## config.mk

```make
export PLATFORM = sky130hd
export DESIGN_NAME = seq_detector_prog_flat
export DESIGN_NICKNAME = d
export VERILOG_FILES = /design/src/rtl/seq_detector_prog_if.sv /design/src/rtl/seq_detector_prog.sv /design/src/flat_wrapper.sv
export SDC_FILE = /design/constraint.sdc
export NUM_CORES = 1
export LEC_CHECK = 0
export CAP_MARGIN = 10
export CORE_MARGIN = 3
export CORE_UTILIZATION = 52
export DETAILED_ROUTE_END_ITERATION = 6
export GPL_ROUTABILITY_DRIVEN = 0
export GPL_TIMING_DRIVEN = 0
export PLACE_DENSITY = 0.91
export SYNTH_ARGS = -nofsm -noshare
export SYNTH_HDL_FRONTEND = slang
export SYNTH_SLANG_ARGS = --single-unit
```

## constraint.sdc

```tcl
create_clock -name clk -period 2.44 [get_ports clk]
set_input_delay 0.488 -clock clk [delete_from_list [all_inputs] [get_ports clk]]
set_output_delay 0.488 -clock clk [all_outputs]
set_load 0.01 [all_outputs]
```

## src/rtl/seq_detector_prog_if.sv

```systemverilog
// Bus bundle for the programmable serial pattern detector: configuration,
// serial data input, counter clear and the detector's status outputs.
interface seq_detector_prog_if #(
    parameter int MAX_LEN = 8,
    parameter int LEN_W   = 4,
    parameter int CNT_W   = 8
);
    logic               cfg_load;
    logic [MAX_LEN-1:0] cfg_pattern;
    logic [LEN_W-1:0]   cfg_len;
    logic               cfg_overlap;
    logic               in_valid;
    logic               in_bit;
    logic               cnt_clr;
    logic               detected;
    logic [CNT_W-1:0]   match_count;
    logic               armed;

    // Driver side: the block that programs and feeds the detector
    modport master (
        output cfg_load, cfg_pattern, cfg_len, cfg_overlap,
        output in_valid, in_bit, cnt_clr,
        input  detected, match_count, armed
    );

    // Detector side
    modport slave (
        input  cfg_load, cfg_pattern, cfg_len, cfg_overlap,
        input  in_valid, in_bit, cnt_clr,
        output detected, match_count, armed
    );
endinterface

```

## src/rtl/seq_detector_prog.sv

```systemverilog
// Run-time programmable serial bit-pattern detector. A pattern of 1..MAX_LEN
// bits is compared against a sliding window of the most recent input bits;
// a match pulses detected one cycle later and bumps a saturating counter.
module seq_detector_prog #(
    parameter int MAX_LEN = 8,
    parameter int LEN_W   = 4,
    parameter int CNT_W   = 8
) (
    input logic              clk,
    input logic              rst,
    seq_detector_prog_if.slave sl
);

    typedef enum logic {
        IDLE = 1'b0,
        RUN  = 1'b1
    } state_t;

    state_t             state_q;
    logic [MAX_LEN-1:0] pattern_q;
    logic [LEN_W-1:0]   len_q;
    logic               overlap_q;
    logic [MAX_LEN-2:0] hist_q;
    logic [LEN_W-1:0]   fill_q;
    logic               detected_q;
    logic [CNT_W-1:0]   count_q;

    // Window seen this cycle: previous history with the new bit at the bottom
    logic [MAX_LEN-1:0] window_d;
    logic [MAX_LEN-1:0] len_mask;
    logic [LEN_W:0]     fill_inc;
    logic [LEN_W-1:0]   fill_d;
    logic               match_hit;
    logic               cfg_legal;

    assign window_d = {hist_q, sl.in_bit};

    // Only the low len_q bits of the window and the pattern take part
    genvar gi;
    generate
        for (gi = 0; gi < MAX_LEN; gi++) begin : g_mask
            assign len_mask[gi] = ({1'b0, len_q} > (LEN_W+1)'(gi));
        end
    endgenerate

    // fill_inc carries an extra bit so fill+1 never wraps before the compare
    assign fill_inc  = {1'b0, fill_q} + (LEN_W+1)'(1);
    assign fill_d    = (fill_inc >= {1'b0, len_q}) ? len_q : fill_inc[LEN_W-1:0];
    assign cfg_legal = (sl.cfg_len != '0) && ({1'b0, sl.cfg_len} <= (LEN_W+1)'(MAX_LEN));

    // Match needs enough buffered bits and equality on the active window bits
    always_comb begin
        match_hit = 1'b0;
        if ((state_q == RUN) && sl.in_valid && (fill_inc >= {1'b0, len_q})) begin
            match_hit = (((window_d ^ pattern_q) & len_mask) == '0);
        end
    end

    // Control FSM with config latch, history/fill datapath and match counter
    always_ff @(posedge clk) begin
        if (rst) begin
            state_q    <= IDLE;
            pattern_q  <= '0;
            len_q      <= '0;
            overlap_q  <= 1'b0;
            hist_q     <= '0;
            fill_q     <= '0;
            detected_q <= 1'b0;
            count_q    <= '0;
        end else if (sl.cfg_load) begin
            // Reprogramming discards any partial match and the input bit
            pattern_q  <= sl.cfg_pattern;
            len_q      <= sl.cfg_len;
            overlap_q  <= sl.cfg_overlap;
            hist_q     <= '0;
            fill_q     <= '0;
            detected_q <= 1'b0;
            count_q    <= '0;
            state_q    <= cfg_legal ? RUN : IDLE;
        end else begin
            detected_q <= match_hit;
            if ((state_q == RUN) && sl.in_valid) begin
                hist_q <= window_d[MAX_LEN-2:0];
                // Non-overlap mode forces the next match to use fresh bits
                fill_q <= (match_hit && !overlap_q) ? '0 : fill_d;
            end
            // A match coinciding with a clear is counted after the clear
            if (sl.cnt_clr) begin
                count_q <= match_hit ? CNT_W'(1) : '0;
            end else if (match_hit && (count_q != {CNT_W{1'b1}})) begin
                count_q <= count_q + CNT_W'(1);
            end
        end
    end

    assign sl.detected    = detected_q;
    assign sl.match_count = count_q;
    assign sl.armed       = (state_q == RUN);

endmodule
```

## src/flat_wrapper.sv

```systemverilog
// flat-port wrapper written by rule: the top's interface ports become plain ports
module seq_detector_prog_flat 
#(
    parameter int MAX_LEN = 8,
    parameter int LEN_W   = 4,
    parameter int CNT_W   = 8
)
  (clk, rst, sl_cfg_load, sl_cfg_pattern, sl_cfg_len, sl_cfg_overlap, sl_in_valid, sl_in_bit, sl_cnt_clr, sl_detected, sl_match_count, sl_armed);
  seq_detector_prog_if #(.MAX_LEN(MAX_LEN), .LEN_W(LEN_W), .CNT_W(CNT_W)) sl_i ();
  input logic clk;
  input logic rst;
  input wire logic [$bits(sl_i.cfg_load)-1:0] sl_cfg_load;
  input wire logic [$bits(sl_i.cfg_pattern)-1:0] sl_cfg_pattern;
  input wire logic [$bits(sl_i.cfg_len)-1:0] sl_cfg_len;
  input wire logic [$bits(sl_i.cfg_overlap)-1:0] sl_cfg_overlap;
  input wire logic [$bits(sl_i.in_valid)-1:0] sl_in_valid;
  input wire logic [$bits(sl_i.in_bit)-1:0] sl_in_bit;
  input wire logic [$bits(sl_i.cnt_clr)-1:0] sl_cnt_clr;
  output wire logic [$bits(sl_i.detected)-1:0] sl_detected;
  output wire logic [$bits(sl_i.match_count)-1:0] sl_match_count;
  output wire logic [$bits(sl_i.armed)-1:0] sl_armed;
  assign sl_i.cfg_load = sl_cfg_load;
  assign sl_i.cfg_pattern = sl_cfg_pattern;
  assign sl_i.cfg_len = sl_cfg_len;
  assign sl_i.cfg_overlap = sl_cfg_overlap;
  assign sl_i.in_valid = sl_in_valid;
  assign sl_i.in_bit = sl_in_bit;
  assign sl_i.cnt_clr = sl_cnt_clr;
  assign sl_detected = sl_i.detected;
  assign sl_match_count = sl_i.match_count;
  assign sl_armed = sl_i.armed;
  seq_detector_prog #(.MAX_LEN(MAX_LEN), .LEN_W(LEN_W), .CNT_W(CNT_W)) u_core (.clk(clk), .rst(rst), .sl(sl_i));
endmodule
```

==> metrics.md <==
| Metric | Value |
|---|---|
| Status | `finished, final reports clean` |
| Clock Power Share | `0.408` |
| Leakage | `just over 0.8 nW` |
| Tot GR Track Use | `0.197` |
| Post-Syn Instances | `190` |
| WP data arrival | `~2.7 ns` |
| Worst hold start | `u_core.hist_q[6]` |
| DRT iter0 DRCs | `98` |
| Setup tns final | `0 ns` |
| Final std cells w/o fill | `277` |
| Initial Utilization | `0.574` |
| Via density | `5.52` |
| Post-synth EDFFs | `0` |
| Row count | `19` |
| Crit-path leading delay family | `simple AND/OR/NAND/NOR gates` |
| WP data required | `2.72 ns` |
| Core box area | `2920 µm²` |
| Avg Cell Area, Syn | `just under 9 µm²` |
| Reg2Reg Setup Slack | `between 0.06 and 0.07 ns` |
| IO Pins | `29` |
| CP Class | `reg2reg` |
| CTS Buffer Depth | `2` |
| Clock Latency Late Sink | `0.35 ns` |
| Setup WS post-layout | `between 0.06 and 0.07 ns` |
| FFs w/ async S/R, synth | `0` |
| Worst path max stage delay | `between 0.4 and 0.5 ns` |
| Buffer type at the clock tree root | `clkbuf_4` |
| Crit start category | `flip-flop` |
| Chip width | `62.8 µm` |
| Placed Area | `2000 µm²` |
| Pint | `around 0.98 mW` |
| Max-slew violation count | `0` |
| Pwr Total | `1.27 mW` |
| Synth area leaders | `dfxtp_1, mux2i_1, nor2_1` |
| Final HPWL DP | `approximately 2600 µm` |
| Max IR drop VDD | `0.441 mV` |
| Maxcap violations | `0` |
| Inst Count DP | `between 200 and 300` |
| Largest net degree at the start of global routing | `13` |
| Design area | `around 2200 µm²` |
| Worst r2r src | `u_core.fill_q[0]` |
| CP Cell Sequence | `ha_1 -> xor2_1 -> ha_2 -> o21ai_1 -> o21ai_2 -> nand3_2 -> buf_6 -> or3_2 -> a21oi_1` |
| Post-DRT Antenna Nets | `0` |
| Synth warn | `0` |
| Full die area | `3950 µm²` |
| WHS Endpoint | `u_core.hist_q[6]` |
| Switching share of power | `0.231` |
| Comb pwr share | `0.134` |
| Most frequent cells in the layout | `dfxtp_1, clkdlybuf4s50_1, nor2_1` |
| Worst-path clk slew | `0.11 ns` |
| Initial DRT Pass Iterations | `5` |
| Seq/Total Area, Yosys | `0.405` |
| NetSw | `around 0.29 mW` |
| Most common cell after layout, fill and taps aside | `dfxtp_1` |
| Initial antenna violation count | `0` |
| Worst Tran Pin Value | `approximately 0.73 ns` |
| Routed len/inst | `13.3 µm` |
| CP endpoint kind | `flip-flop` |
| ANT cells | `0` |
| Final core occ | `0.752` |
| Crit share post-route | `0.974` |
| R2r endpoint | `u_core.sl.match_count[3]` |
| Hold Buf Count CTS | `0` |
| Synthesized cell area | `1680 µm²` |
| Vias in the first global route | `roughly 1400` |
| Place WS | `-0.0826 ns` |
| Residual DRC | `0` |
| Max Clock Skew | `around 0.011 ns` |
| Sequential Power Share | `0.458` |
| Grt ovf | `0` |
| Max_slew headroom | `0.515` |
| Global-route wire length before repair | `6200 µm` |
| Reg2Reg Depth | `9` |
| Area growth syn-to-layout | `30.9%` |
| Final Hold Fails | `0` |
| Synth cell types | `39` |
| Htree depth | `2` |
| Mapped Nets | `215` |
| CTS tree | `yes` |
| Period minus WS final | `around 2.4 ns` |
| Layout fillers | `roughly 200` |
| Area of the multi-input gates | `roughly 940 µm²` |
| Die Span Y | `62.8 µm` |
| Primary FF master, synth | `dfxtp_1` |
| Share of cells above drive strength 1 | `0.149` |
| NumNets Final | `259` |
| Routed WL | `approximately 3700 µm` |
| Hold slack | `about 0.48 ns` |
| Final Setup Violations | `0` |
| Slowest cell on the critical path | `or3_2` |
| Crit-path max FO | `7` |
| Storage cell area | `686 µm²` |
| Power per cell area | `between 500 and 600 nW/µm²` |
| IO Port Bufs | `27` |
| Num CTS Buffers | `5` |
| Hold Path Class | `reg2reg` |
| Synth area leader | `dfxtp_1` |
| Vias | `1530` |
| Top-area cell type share of the netlist area | `0.405` |
| Max Fclk | `between 0.4 and 0.5 GHz` |
| CTS sink cnt | `34` |
| WP buf/inv | `1` |
| Yosys reg bits | `34` |
| Worst Hold Depth | `2` |
## flip-flops by register name, indices dropped and copies added (netlist names)
signal and count:
u_core.fill_q 4, u_core.hist_q 7, u_core.len_q 4, u_core.overlap_q 1, u_core.pattern_q 8, u_core.sl.armed 1
u_core.sl.detected 1, u_core.sl.match_count 8
## layer usage
metal  vias to the layer above  global-route usage  share of wire  wire (µm)
li1                        771                   -              -          -
met1                       699               0.249           0.46       1670
met2                        50               0.300           0.47       1720
met3                        10              0.0629          0.057        208
met4                         0               0.102          0.018         67
met5                         -                   0              0          0
## power groups by stage
stage,clock [mW],combinational (mW),sequential (mW)
2_1_floorplan,0,0.0943,0.594
3_3_place_gp,0,0.143,0.596
3_5_place_dp,0,0.147,0.597
4_1_cts,0.529,0.148,0.584
5_1_grt,0.552,0.187,0.586
6_report,0.519,0.170,0.583
## worst max path at each step
stage,startpoint,endpoint,cells past startpoint
after detailed placement,sl_in_bit,u_core.sl.match_count[5],8
after CTS,u_core.fill_q[0],u_core.sl.match_count[5],9
after floorplan,u_core.fill_q[0],u_core.sl.match_count[5],9
after global routing,u_core.fill_q[0],u_core.sl.match_count[3],9
after global placement,sl_in_bit,u_core.sl.match_count[5],8
final,u_core.fill_q[0],u_core.sl.match_count[3],9
## worst register-to-register path, stage by stage (launching register included)
cell	delay, ns
dfxtp_4	0.36
ha_1	0.21
xor2_1	0.16
ha_2	0.32
o21ai_1	0.06
o21ai_2	0.32
nand3_2	0.13
buf_6	0.16
or3_2	0.45
a21oi_1	0.15
## repair_timing
item,4_1_cts,5_1_grt
gates resized for setup,0,7
setup buffers,0,10
setup endpoints to repair,0,5
## logic make-up after synthesis
| group | count (synthesis) | synth area share |
|---|---|---|
| simple gates | 71 | 0.199 |
| compound gates | 39 | 0.159 |
| flops | 34 | 0.405 |
| mux | 16 | 0.0961 |
| buf+inv | 13 | 0.0380 |
| xor+xnor | 11 | 0.0574 |
| fa+ha+maj | 6 | 0.0447 |
## synthesized netlist by cell type, types with 2 or more instances
library cell and number:
dfxtp_1 34, nor2_1 26, nand2_1 20, a21oi_1 18, mux2i_1 15, xnor2_1 10
ha_1 6, inv_1 5, nand3_1 5, a32o_1 4, clkbuf_1 4, o21ai_0 4
nor3_1 3, or4_1 3, a211oi_1 2, buf_1 2, buf_6 2, nand2b_1 2
nor4_1 2, o211ai_1 2, o22ai_1 2, o31ai_1 2
## cell type report
type                            instances  area share
Clock inverter                          3      0.0313
Inverter                                5     0.00854
Clock buffer                            5      0.0171
Multi-Input combinational cell        143       0.430
Buffer                                  8      0.0205
Timing Repair Buffer                   37       0.157
Tap cell                               42      0.0239
Sequential cell                        34       0.312
No activity file was read; power rests on OpenSTA's default activity.
